### config.mk
export PLATFORM = sky130hd
export DESIGN_NAME = pipeline_sequencer
export DESIGN_NICKNAME = d
export VERILOG_FILES = /design/src/rtl/rv_pipe_ctrl_pkg.sv /design/src/rtl/mem_wait_timer.sv /design/src/rtl/pipeline_sequencer.sv
export SDC_FILE = /design/constraint.sdc
export NUM_CORES = 1
export LEC_CHECK = 0
export ABC_AREA = 1
export ABC_CLOCK_PERIOD_IN_PS = 2450
export CAP_MARGIN = 20
export CORE_MARGIN = 4
export CORE_UTILIZATION = 56
export CTS_BUF_LIST = sky130_fd_sc_hd__clkbuf_2 sky130_fd_sc_hd__clkbuf_4 sky130_fd_sc_hd__clkbuf_8
export DETAILED_ROUTE_END_ITERATION = 8
export GPL_ROUTABILITY_DRIVEN = 1
export PLACE_DENSITY = 0.84
export SLEW_MARGIN = 5
export SYNTH_ARGS = -nofsm -noshare
export SYNTH_HDL_FRONTEND = slang
export SYNTH_SLANG_ARGS = --single-unit
### constraint.sdc
create_clock -name clk -period 2.45 [get_ports clk]
set_input_delay 0.245 -clock clk [delete_from_list [all_inputs] [get_ports clk]]
set_output_delay 0.245 -clock clk [all_outputs]
set_load 0.005 [all_outputs]
### src/rtl/rv_pipe_ctrl_pkg.sv
// Shared encodings for the pipeline stall/flush/redirect controller:
// FSM states, PC source selects and trap cause selects.
package rv_pipe_ctrl_pkg;

  typedef enum logic [2:0] {
    ST_RUN        = 3'd0,
    ST_MEM_WAIT   = 3'd1,
    ST_TRAP_FLUSH = 3'd2,
    ST_TRAP_ENTER = 3'd3,
    ST_MRET       = 3'd4
  } state_t;

  localparam logic [1:0] PC_SRC_SEQ   = 2'b00;
  localparam logic [1:0] PC_SRC_BR    = 2'b01;
  localparam logic [1:0] PC_SRC_MTVEC = 2'b10;
  localparam logic [1:0] PC_SRC_MEPC  = 2'b11;

  localparam logic CAUSE_EXT   = 1'b0;
  localparam logic CAUSE_BUSTO = 1'b1;

endpackage

### src/rtl/mem_wait_timer.sv
// Counts consecutive data-memory busy cycles and flags the bus timeout
// on the last permitted busy cycle.
module mem_wait_timer #(
  parameter int MEM_TIMEOUT = 256,
  parameter int CNT_W       = 16
) (
  input  logic clk,
  input  logic rst,
  input  logic start,
  input  logic busy,
  output logic timeout
);

  localparam logic [CNT_W-1:0] LAST = CNT_W'(MEM_TIMEOUT - 1);

  logic [CNT_W-1:0] cnt;

  // A zero count means idle, so the flag can only fire during an active wait.
  assign timeout = busy && (cnt == LAST);

  always_ff @(posedge clk or posedge rst) begin
    if (rst) begin
      cnt <= '0;
    end else if (start) begin
      cnt <= CNT_W'(1);
    end else if (busy && (cnt != '0) && !timeout) begin
      cnt <= cnt + 1'b1;
    end else begin
      cnt <= '0;
    end
  end

endmodule

### src/rtl/pipeline_sequencer.sv
// Central stall/flush/redirect FSM for the 5-stage pipeline: load-use stall,
// data-memory wait with timeout, branch flush, trap entry and mret return.
module pipeline_sequencer
  import rv_pipe_ctrl_pkg::*;
#(
  parameter int MEM_TIMEOUT = 256,
  parameter int CNT_W       = 16
) (
  input  logic       clk,
  input  logic       rst,
  input  logic       ID_EX_memread,
  input  logic [4:0] ID_EX_rd,
  input  logic [4:0] IF_ID_rs1,
  input  logic [4:0] IF_ID_rs2,
  input  logic       branch_taken,
  input  logic       mem_busy,
  input  logic       trap_req,
  input  logic       mret_req,
  output logic       pc_en,
  output logic       IF_ID_en,
  output logic       ID_EX_en,
  output logic       EX_MEM_en,
  output logic       MEM_WB_en,
  output logic       c_or_nop,
  output logic       IF_ID_flush,
  output logic       ID_EX_flush,
  output logic       EX_MEM_flush,
  output logic [1:0] pc_src,
  output logic       trap_commit,
  output logic       trap_cause_sel
);

  state_t state, next_state;
  logic   cause, next_cause;
  logic   timeout;
  logic   load_use;
  logic   run_decode;
  logic   start_wait;

  assign load_use = ID_EX_memread && (ID_EX_rd != 5'd0) &&
                    ((ID_EX_rd == IF_ID_rs1) || (ID_EX_rd == IF_ID_rs2));

  // MEM_WAIT releases with zero latency: the RUN decode applies in the cycle busy drops.
  assign run_decode = (state == ST_RUN) || ((state == ST_MEM_WAIT) && !mem_busy);
  assign start_wait = run_decode && !trap_req && !mret_req && mem_busy;

  mem_wait_timer #(
    .MEM_TIMEOUT(MEM_TIMEOUT),
    .CNT_W      (CNT_W)
  ) u_timer (
    .clk    (clk),
    .rst    (rst),
    .start  (start_wait),
    .busy   (mem_busy),
    .timeout(timeout)
  );

  always_ff @(posedge clk or posedge rst) begin
    if (rst) begin
      state <= ST_RUN;
      cause <= CAUSE_EXT;
    end else begin
      state <= next_state;
      cause <= next_cause;
    end
  end

  always_comb begin
    next_state = state;
    next_cause = cause;
    case (state)
      ST_RUN, ST_MEM_WAIT: begin
        if ((state == ST_MEM_WAIT) && mem_busy) begin
          if (timeout) begin
            next_state = ST_TRAP_FLUSH;
            next_cause = CAUSE_BUSTO;
          end
        end else if (trap_req) begin
          next_state = ST_TRAP_FLUSH;
          next_cause = CAUSE_EXT;
        end else if (mret_req) begin
          next_state = ST_MRET;
        end else if (mem_busy) begin
          next_state = ST_MEM_WAIT;
        end else begin
          next_state = ST_RUN;
        end
      end
      ST_TRAP_FLUSH: next_state = ST_TRAP_ENTER;
      ST_TRAP_ENTER: begin
        next_state = ST_RUN;
        next_cause = CAUSE_EXT;
      end
      ST_MRET:       next_state = ST_RUN;
      default:       next_state = ST_RUN;
    endcase
  end

  always_comb begin
    pc_en          = 1'b0;
    IF_ID_en       = 1'b0;
    ID_EX_en       = 1'b0;
    EX_MEM_en      = 1'b0;
    MEM_WB_en      = 1'b0;
    c_or_nop       = 1'b0;
    IF_ID_flush    = 1'b0;
    ID_EX_flush    = 1'b0;
    EX_MEM_flush   = 1'b0;
    pc_src         = PC_SRC_SEQ;
    trap_commit    = 1'b0;
    trap_cause_sel = CAUSE_EXT;
    if (rst) begin
      IF_ID_flush  = 1'b1;
      ID_EX_flush  = 1'b1;
      EX_MEM_flush = 1'b1;
    end else if (run_decode) begin
      if (trap_req) begin
        IF_ID_flush  = 1'b1;
        ID_EX_flush  = 1'b1;
        EX_MEM_flush = 1'b1;
      end else if (mret_req) begin
        IF_ID_flush = 1'b1;
        ID_EX_flush = 1'b1;
        pc_en       = 1'b1;
        pc_src      = PC_SRC_MEPC;
      end else if (mem_busy) begin
        pc_en = 1'b0;
      end else begin
        {pc_en, IF_ID_en, ID_EX_en, EX_MEM_en, MEM_WB_en} = 5'b11111;
        c_or_nop = 1'b1;
        if (branch_taken) begin
          pc_src      = PC_SRC_BR;
          IF_ID_flush = 1'b1;
          ID_EX_flush = 1'b1;
        end else if (load_use) begin
          pc_en    = 1'b0;
          IF_ID_en = 1'b0;
          c_or_nop = 1'b0;
        end
      end
    end else begin
      case (state)
        ST_TRAP_FLUSH: begin
          IF_ID_flush  = 1'b1;
          ID_EX_flush  = 1'b1;
          EX_MEM_flush = 1'b1;
        end
        ST_TRAP_ENTER: begin
          trap_commit    = 1'b1;
          trap_cause_sel = cause;
          pc_en          = 1'b1;
          pc_src         = PC_SRC_MTVEC;
        end
        ST_MRET: begin
          {pc_en, IF_ID_en, ID_EX_en, EX_MEM_en, MEM_WB_en} = 5'b11111;
          c_or_nop = 1'b1;
        end
        default: pc_en = 1'b0;
      endcase
    end
  end

endmodule

# Word-level counts from Yosys, hierarchy flattened
# Cells that the tools add are included.
[word_totals]
ff_bits = 20
inputBits = 22
out_inout_bits = 13
[op_classes]
n_addsub = 1
eq_ne = 9
mux = 53
reduce_logical = 23
[op_table]
columns = ["operator", "n"]
rows = [
  ["1-bit two-way mux", 40],
  ["16-bit two-way mux", 2],
  ["16-bit by 1-bit adder with 16-bit output, second input constant", 1],
  ["16-bit by 8-bit equality test with 1-bit output, second input constant", 1],
  ["16-bit nonzero test", 1],
  ["3-bit two-way mux", 4],
  ["5-bit equality test", 2],
  ["1-bit logical AND", 10],
  ["2-bit two-way mux", 5],
  ["3-bit by 2-bit equality test with 1-bit output, second input constant", 2],
  ["3-bit case mux with 2 select lines", 1],
  ["5-bit nonzero test", 1],
  ["1-bit zero test", 4],
  ["2-bit OR reduction", 2],
  ["3-bit by 1-bit equality test with 1-bit output, second input constant", 1],
  ["3-bit equality test, second input constant", 1],
  ["3-bit zero test", 1],
  ["3-bit by 2-bit inequality test with 1-bit output, second input constant", 1],
  ["3-bit inequality test, second input constant", 1],
  ["3-bit AND reduction", 1],
  ["1-bit logical OR", 2],
  ["1-bit case mux with 2 select lines", 1],
  ["2-bit nonzero test", 1],
]

# Longest topological paths before layout
# Gate-level depths: netlist of the first run.
[logic_depth]
depth_word = 10
depth_mapped = 12
mapped_depth_nobuf = 11

# Hierarchy
# From an unflattened synthesis of the first run, not the netlist that was laid out.
[unflattened]
hier_cells = 236
hier_area_um2 = 1587.8
[by_module_without_submodules]
columns = ["mod", "n_inst", "cells_each", "area_per_inst_um2"]
rows = [
  ["mem_wait_timer", 1, 132, 989.7],
  ["pipeline_sequencer", 1, 104, 598.1],
]

# Worst setup path before layout of the first run
# OpenSTA, ideal clock, no wires.
[synth_path]
path_kind = "input to output"
start = "in rst"
end = "out IF_ID_flush"
t_arrival_ns = 1.287
required_time_ns = 2.205
slack_ns = 0.918
path_stages = 4
path_cell_list = "inv_1 -> o211ai_1 -> a21o_1 -> buf_4"
[synth_between]
elab_chain_len = 1
[synth_lines]
columns = ["element", "line_no", "text"]
rows = [
  ["start: declaration", "pipeline_sequencer.sv:10", "input logic rst,"],
  ["1-bit two-way mux", "--", ""],
  ["end: declaration", "pipeline_sequencer.sv:25", "output logic IF_ID_flush,"],
]
# Every way passes these cells.

# Final worst setup path of the first run
[layout_path]
start = "reg state[1]"
end = "out IF_ID_en"
[layout_between]
elab_chain_len = 5
elab_cells_between_ends = 8
cone_classes = "eq/ne: 2; mux: 3; reduce/logical: 3"
[layout_lines]
columns = ["element", "line_no", "text"]
rows = [
  ["start: declaration", "pipeline_sequencer.sv:33", "state_t state, next_state;"],
  ["start signal: assignment", "pipeline_sequencer.sv:63", "state <= next_state;"],
  ["3-bit by 1-bit equality test with 1-bit output", "pipeline_sequencer.sv:44", "assign run_decode = (state == ST_RUN) || ((state == ST_MEM_WAIT) && !mem_busy);"],
  ["1-bit logical AND", "pipeline_sequencer.sv:44", ""],
  ["1-bit logical OR", "pipeline_sequencer.sv:44", ""],
  ["1-bit two-way mux (*)", "pipeline_sequencer.sv:116", "end else if (run_decode) begin"],
  ["1-bit two-way mux (*)", "pipeline_sequencer.sv:112", "if (rst) begin"],
  ["end: declaration", "pipeline_sequencer.sv:20", "output logic IF_ID_en,"],
]
# Mark *: on every way between the ends. The rest lies on a longest branch, timed or not.

==> results.tsv, run 1 <==
stage	metric	value	unit
setup_path	WS Path Type	reg2out	
setup_path	R2R Path End	u_timer.cnt[12]$_DFF_PP0_	
global_route	GRT Resource Usage Total	19.4	%
clock_tree	H-tree depth	1	
detailed_routing	top routing layer used	met4	
sta	unrepaired setup endpoints after global routing	no	
detailed_routing	metal3 WL	120	µm
yosys	Cell Area, Synth	1520	µm²
floorplan	Die W	60.1	µm
sta	final setup margin	0.168	ns
global_route	Remaining Overflow, GRT	0	
floorplan	initial cell density of the core	60.3	%
sta	final count of hold timing violations	0	
setup_path	CP arrival	2.04	ns
yosys	Simple-Gate Fraction of Synth Area	37.4	%
global_route	first-pass GRT wire length	5.25	mm
detailed_routing	Routed wire per std cell	11.4	µm
yosys	largest cells by area after synthesis	dfrtp_1, nor2_1, nand2_1	
layout	Syn-to-layout area delta	25.9	%
global_route	number of antenna violations at the first check in global routing	0	
sta	clock skew	0.00779	ns
sta	Worst-Margin Slew	0.283	ns
clock_tree	clock sink count	20	
power_and_ir_drop	Peak VDD IR	0.443	mV
power_and_ir_drop	Lkg Pwr	0.912	nW
yosys	synth warn	0	
run_status	status	completed	
sta	Slew headroom	81.1	%
detailed_routing	DRT Pass-1 Iters	4	
floorplan	Cell Rows	18	
setup_path	Worst path max stage delay	0.50	ns
layout	# diodes	0	
detailed_routing	WL met2	1.47	mm
layout	Fillers	216	
setup_path	Worst R2R Path Depth	6	
clock_tree	TritonCTS clock tree	built	
yosys	Synth Register Bits	20	
yosys	mux share of post-synthesis cell area	0	%
yosys	Synth cell types	28	
detailed_routing	Via Count	1381	
setup_path	CP max-delay cell	clkdlybuf4s50_1	
yosys	average cell area after synthesis	6.97	µm²
detailed_routing	1st-iter DRT viols	73	
sta	TNS Setup	0	ns
placement	GP Congestion	0.841	
power_and_ir_drop	power per cell area	580	nW/µm²
yosys	largest area contributor in the netlist	dfrtp_1	
sta	Final setup viols	0	
setup_path	CP endpoint kind	output port	
yosys	net count after synthesis	242	
yosys	Syn Inst Count	218	
yosys	largest family of logic cells by synthesized area	simple AND/OR/NAND/NOR gates	
setup_path	R2R setup slack	0.90	ns
global_route	pin count of the biggest net entering global routing	21	
detailed_routing	final WL	3.19	mm
sta	Final Cycle Share	93.1	%
global_route	vias in the first global route	1237	
placement	post-DP HPWL	2.60	mm
yosys	area fraction of the dominant cell type after synthesis	32.9	%
setup_path	FF-to-FF Start	u_timer.cnt[0]$_DFF_PP0_	
yosys	sequential fraction of the synthesis area	32.9	%
clock_tree	Clock Latency Late Sink	0.31	ns
layout	non-filler instance count after layout	281	
detailed_routing	number of remaining DRC errors	0	
placement	dpl ws	0.313	ns
setup_path	crit path cell chain	nor2_2 > nand2_2 > a21oi_1 > o21ai_0 > inv_1 > o21ai_0 > inv_1 > clkdlybuf4s50_1	
sta	Final Max Tran Viols	0	
yosys	Synth Area in XOR/XNOR	9.79	%
placement	placed insts	277	
clock_tree	clk buf depth	2	
setup_path	type of origin of the critical path	register	
job	Max Cap Viol	0	
floorplan	die area	3610	µm²
floorplan	io pins	35	
layout	layout cells sized above 1	9.16	%
setup_path	CP required	2.20	ns
power_and_ir_drop	Tot Pwr	0.00111	W
detailed_routing	vias per inst	4.91	
detailed_routing	metal1 wirelength	1.54	mm
sta	Max Freq	0.438	GHz
sta	post-layout min period	2.28	ns
setup_path	worst-path fanout max	6	
layout	Nets	276	
floorplan	Die H	60.1	µm
clock_tree	Root Buffer	clkbuf_4	
hold_path	Tightest Hold Check Type	in2async	
detailed_routing	antenna-violating nets left	0	
yosys	compound-cell area share of the yosys netlist	5.51	%
yosys	post-synthesis adder-cell area fraction	1.65	%
floorplan	core area	2520	µm²
clock_tree	Worst-path clk slew	0.12	ns
placement	port bufs	34	
clock_tree	TritonCTS buffer count	3	
## what timing repair did
action                     in CTS  in global routing
setup buffers                   0                  0
resized for setup               0                  1
setup endpoints to repair       0                  2
hold buffers                    0                  0
## power breakdown
group	total, W	internal [W]	switching (W)
clock network	0.000273	0.000165	0.000108
logic	0.000448	0.000229	0.000219
registers	0.000391	0.000360	0.0000305
## sequential cells by signal, summed over array words and instances, names as in the netlist
signal and flops:
cause 1, state 3, u_timer.cnt 16
## metrics by stage
| step | area [µm²] | utilization (%) | hold WS [ns] |
|---|---|---|---|
| 2_1_floorplan | 1520 | - | 0.226 |
| 3_3_place_gp | 1860 | 73.7 | 0.452 |
| 3_5_place_dp | 1860 | 73.7 | 0.455 |
| 4_1_cts | 1910 | 75.8 | 0.442 |
| 5_1_grt | 1910 | 75.9 | 0.494 |
| 6_report | 1910 | 75.9 | 0.447 |
## critical path: cells and delay by family (launching register included)
kind / cells / cell delay, ns
flops: 1 / 0.45
buf+inv: 3 / 0.67
compound gates: 3 / 0.33
simple gates: 2 / 0.29
## worst max path at each step
stage                    startpoint           to  slack [ns]
2_1_floorplan                   rst  IF_ID_flush        0.92
4_1_cts        state[1]$_DFFE_PP0P_     IF_ID_en        0.11
5_1_grt        state[1]$_DFFE_PP0P_     c_or_nop        0.02
3_3_place_gp            ID_EX_rd[4]     IF_ID_en        0.31
3_5_place_dp            ID_EX_rd[4]     IF_ID_en        0.31
6_report       state[1]$_DFFE_PP0P_     IF_ID_en        0.17
## final cells by class
cell class | count | area [µm²] | area share (%)
multi-input combinational | 154 | 830 | 43.3
sequential | 20 | 500 | 26.1
timing repair buffer | 36 | 355 | 18.6
inverter | 37 | 139 | 7.25
tap | 30 | 37.5 | 1.96
clock inverter | 1 | 30.0 | 1.57
clock buffer | 3 | 22.5 | 1.18
## cell families after synthesis
| logic type | count (synthesis) |
|---|---|
| flip-flops | 20 |
| AND/OR/NAND/NOR | 121 |
| AO/OA/AOI/OAI | 14 |
| XOR/XNOR | 17 |
| adder cells (fa/ha/maj) | 2 |
| buffers and inverters | 44 |
## synth_stat cells
| library cell | instances |
|---|---|
| nand4_1 | 4 |
| xnor2_1 | 7 |
| a21boi_0 | 1 |
| nor3b_2 | 1 |
| dfrtp_1 | 20 |
| nor2_1 | 45 |
| nand3_2 | 5 |
| buf_2 | 1 |
| ha_1 | 2 |
| nor3_2 | 2 |
| nor2_4 | 1 |
| nand2_2 | 3 |
| o211ai_1 | 1 |
| o21a_1 | 1 |
| xor2_1 | 10 |
| o21ai_0 | 5 |
| nor3_4 | 1 |
| inv_1 | 35 |
| a21oi_1 | 4 |
| a21oi_2 | 1 |
| buf_4 | 5 |
| nor3_1 | 4 |
| nand3_1 | 13 |
| nand2_1 | 41 |
| nor3b_1 | 1 |
| inv_2 | 2 |
| a21o_1 | 1 |
| buf_6 | 1 |
## layer usage
layer  up-vias  GRT usage, %
met5         -             0
met1       609          25.7
li1        739             -
met4         0          6.65
met2        27          31.0
met3         6          4.10
## placed cells by master, fill, tap and decap left out, types with 2 or more instances in the layout
master	synthesis	routed
a21oi_1	4	4
buf_4	5	2
clkbuf_4	0	3
clkdlybuf4s50_1	0	34
dfrtp_1	20	20
ha_1	2	2
inv_1	35	35
inv_2	2	2
nand2_1	41	41
nand2_2	3	3
nand3_1	13	13
nand3_2	5	5
nand4_1	4	4
nor2_1	45	44
nor3_1	4	4
nor3_2	2	2
o21ai_0	5	5
xnor2_1	7	7
xor2_1	10	10
(Power assumes the default switching activity.)
==> run 2, diff against run 1 <==
--- a/config.mk
+++ b/config.mk
@@ -9,11 +9,12 @@
 export ABC_CLOCK_PERIOD_IN_PS = 2450
 export CAP_MARGIN = 20
 export CORE_MARGIN = 4
-export CORE_UTILIZATION = 56
+export CORE_UTILIZATION = 65
 export CTS_BUF_LIST = sky130_fd_sc_hd__clkbuf_2 sky130_fd_sc_hd__clkbuf_4 sky130_fd_sc_hd__clkbuf_8
 export DETAILED_ROUTE_END_ITERATION = 8
+export DONT_BUFFER_PORTS = 1
 export GPL_ROUTABILITY_DRIVEN = 1
-export PLACE_DENSITY = 0.84
+export PLACE_DENSITY = 0.77
 export SLEW_MARGIN = 5
 export SYNTH_ARGS = -nofsm -noshare
 export SYNTH_HDL_FRONTEND = slang
==> run 2 against run 1 <==
  * Total power down 15%
  * Critical endpoint unchanged
  * Cell area down 18%
  * Critical path depth down 1
  * Via count shrank 6.3%
  * Clock skew grew 0.0032 ns
  * Maximum frequency is 18% higher
  * Clock-buffer cell count unchanged
  * Critical path type unchanged
  * Worst setup slack gained 0.35 ns
  * Sequential cell count unchanged
  * Register-to-register slack lost 0.05 ns
  * Sequential share of layout area rose by 5.7 points
  * Largest power group is now sequential cells
  * Final cell count is 13% lower
==> results.tsv, run 2 (synthesis results as in run 1) <==
stage	metric	value	unit
layout	most common cell after layout, fill and taps aside	nor2_1	
clock_tree	Root Buffer	clkbuf_4	
setup_path	CP required	2.20	ns
setup_path	Worst path max stage delay	0.45	ns
floorplan	die area	3180	µm²
hold_path	hold path depth	2	
global_route	vias in the first global route	1299	
layout	max reg flops	16	
global_route	number of antenna violations at the first check in global routing	0	
global_route	first-pass GRT wire length	5.40	mm
layout	layout cells sized above 1	9.68	%
layout	non-filler instance count after layout	245	
floorplan	initial cell density of the core	68.7	%
sta	TNS Setup	0	ns
clock_tree	TritonCTS buffer count	3	
placement	post-DP HPWL	2.42	mm
power_and_ir_drop	Lkg Pwr	0.781	nW
sta	Final Cycle Share	78.9	%
sta	Hold Slack	0.0569	ns
detailed_routing	Routed wire per std cell	12.2	µm
layout	FF/Latch Area	500	µm²
setup_path	worst-path fanout max	6	
power_and_ir_drop	Tot Pwr	0.000943	W
sta	Max Freq	0.517	GHz
sta	final count of hold timing violations	0	
layout	Fillers	180	
detailed_routing	antenna-violating nets left	0	
setup_path	CP max-delay cell	dfrtp_1	
global_route	GRT Resource Usage Total	21.2	%
job	Max Cap Viol	0	
placement	GP Congestion	0.804	
setup_path	type of origin of the critical path	register	
floorplan	Die H	56.4	µm
layout	# diodes	0	
clock_tree	Clock Latency Late Sink	0.31	ns
layout	Syn-to-layout area delta	3.37	%
clock_tree	clock sink count	20	
setup_path	WS Path Type	reg2out	
layout	Final Cell Area	1570	µm²
layout	footprint of the multi-input gates	827	µm²
global_route	pin count of the biggest net entering global routing	14	
sta	Final Max Tran Viols	0	
sta	Worst-Margin Slew	0.469	ns
floorplan	core area	2210	µm²
run_status	status	completed	
detailed_routing	1st-iter DRT viols	35	
floorplan	Cell Rows	17	
setup_path	crit path cell chain	nor2_1 > nand2_2 > a21oi_1 > o21ai_0 > inv_1 > o21ai_0 > inv_1	
sta	Final setup viols	0	
hold_path	Tightest Hold Check Type	in2reg	
placement	dpl cell area	1510	µm²
layout	Nets	242	
setup_path	CP arrival	1.69	ns
clock_tree	H-tree depth	1	
power_and_ir_drop	power per cell area	600	nW/µm²
sta	unrepaired setup endpoints after global routing	no	
detailed_routing	final WL	2.99	mm
setup_path	Worst R2R Path Depth	10	
sta	Slew headroom	68.7	%
global_route	Remaining Overflow, GRT	0	
sta	post-layout min period	1.93	ns
floorplan	Die W	56.4	µm
clock_tree	TritonCTS clock tree	built	
power_and_ir_drop	Peak VDD IR	0.352	mV
placement	placed insts	240	
sta	clock skew	0.0110	ns
setup_path	CP endpoint kind	output port	
layout	Most flops, register	u_timer.cnt	
clock_tree	Worst-path clk slew	0.11	ns
detailed_routing	number of remaining DRC errors	0	
clock_tree	clk buf depth	2	
detailed_routing	vias per inst	5.28	
detailed_routing	Via Count	1294	
floorplan	io pins	35	
layout	top flop regs	u_timer.cnt (16), state (3), cause (1)	
layout	most frequent cells in the layout	nor2_1, nand2_1, inv_1	
placement	port bufs	0	
detailed_routing	DRT Pass-1 Iters	4	
==> run 2: worst max-delay path, delay by kind of cell, from the launching register on <==
kind / cells / cell delay, ns
AND/OR/NAND/NOR: 2 / 0.33
AO/OA/AOI/OAI: 3 / 0.35
flip-flops: 1 / 0.45
buffers and inverters: 2 / 0.26
==> run 2: cell type report <==
| cell class | instances | share of cell area [%] |
|---|---|---|
| clock buffer | 3 | 1.43 |
| clock inverter | 1 | 1.91 |
| inverter | 37 | 8.84 |
| multi-input combinational | 154 | 52.6 |
| sequential | 20 | 31.8 |
| tap | 28 | 2.23 |
| timing repair buffer | 2 | 1.11 |
==> run 2: worst paths after layout <==
kind,start,endpoint,slack (ns)
setup / recovery,state[1]$_DFFE_PP0P_,IF_ID_en,0.52
hold / removal,mret_req,state[2]$_DFFE_PP0P_,0.06
setup reg to reg,u_timer.cnt[0]$_DFF_PP0_,cause$_DFFE_PP0P_,0.85
hold reg to reg,cause$_DFFE_PP0P_,cause$_DFFE_PP0P_,0.49
max in group asynchronous,rst,state[2]$_DFFE_PP0P_,1.55
min in group asynchronous,rst,u_timer.cnt[13]$_DFF_PP0_,0.37
==> run 2: layer usage <==
metal / share of wire (%) / track usage [%] / wire length (µm)
met2: 47 / 35.1 / 1400
met3: 4.9 / 4.37 / 145
met5: 0 / 0 / 0
met1: 46 / 26.7 / 1380
met4: 2.0 / 9.15 / 61
==> run 2: through the flow <==
step	setup WS [ns]	util [%]
global placement	0.927	68.2
detailed placement	0.860	68.2
floorplan	0.918	-
CTS	0.511	71.0
global route	0.271	71.0
finish	0.516	71.0
==> run 2: power by group <==
part           internal (W)  switching, W
Combinational     0.0000925      0.000185
Sequential         0.000360     0.0000300
Clock              0.000165      0.000110
==> run 2: repair_timing <==
item / in CTS / in global routing
endpoints found under the hold margin: 10 / 0
setup buffers: 0 / 0
hold buffers: 1 / 0
gates resized for setup: 0 / 0
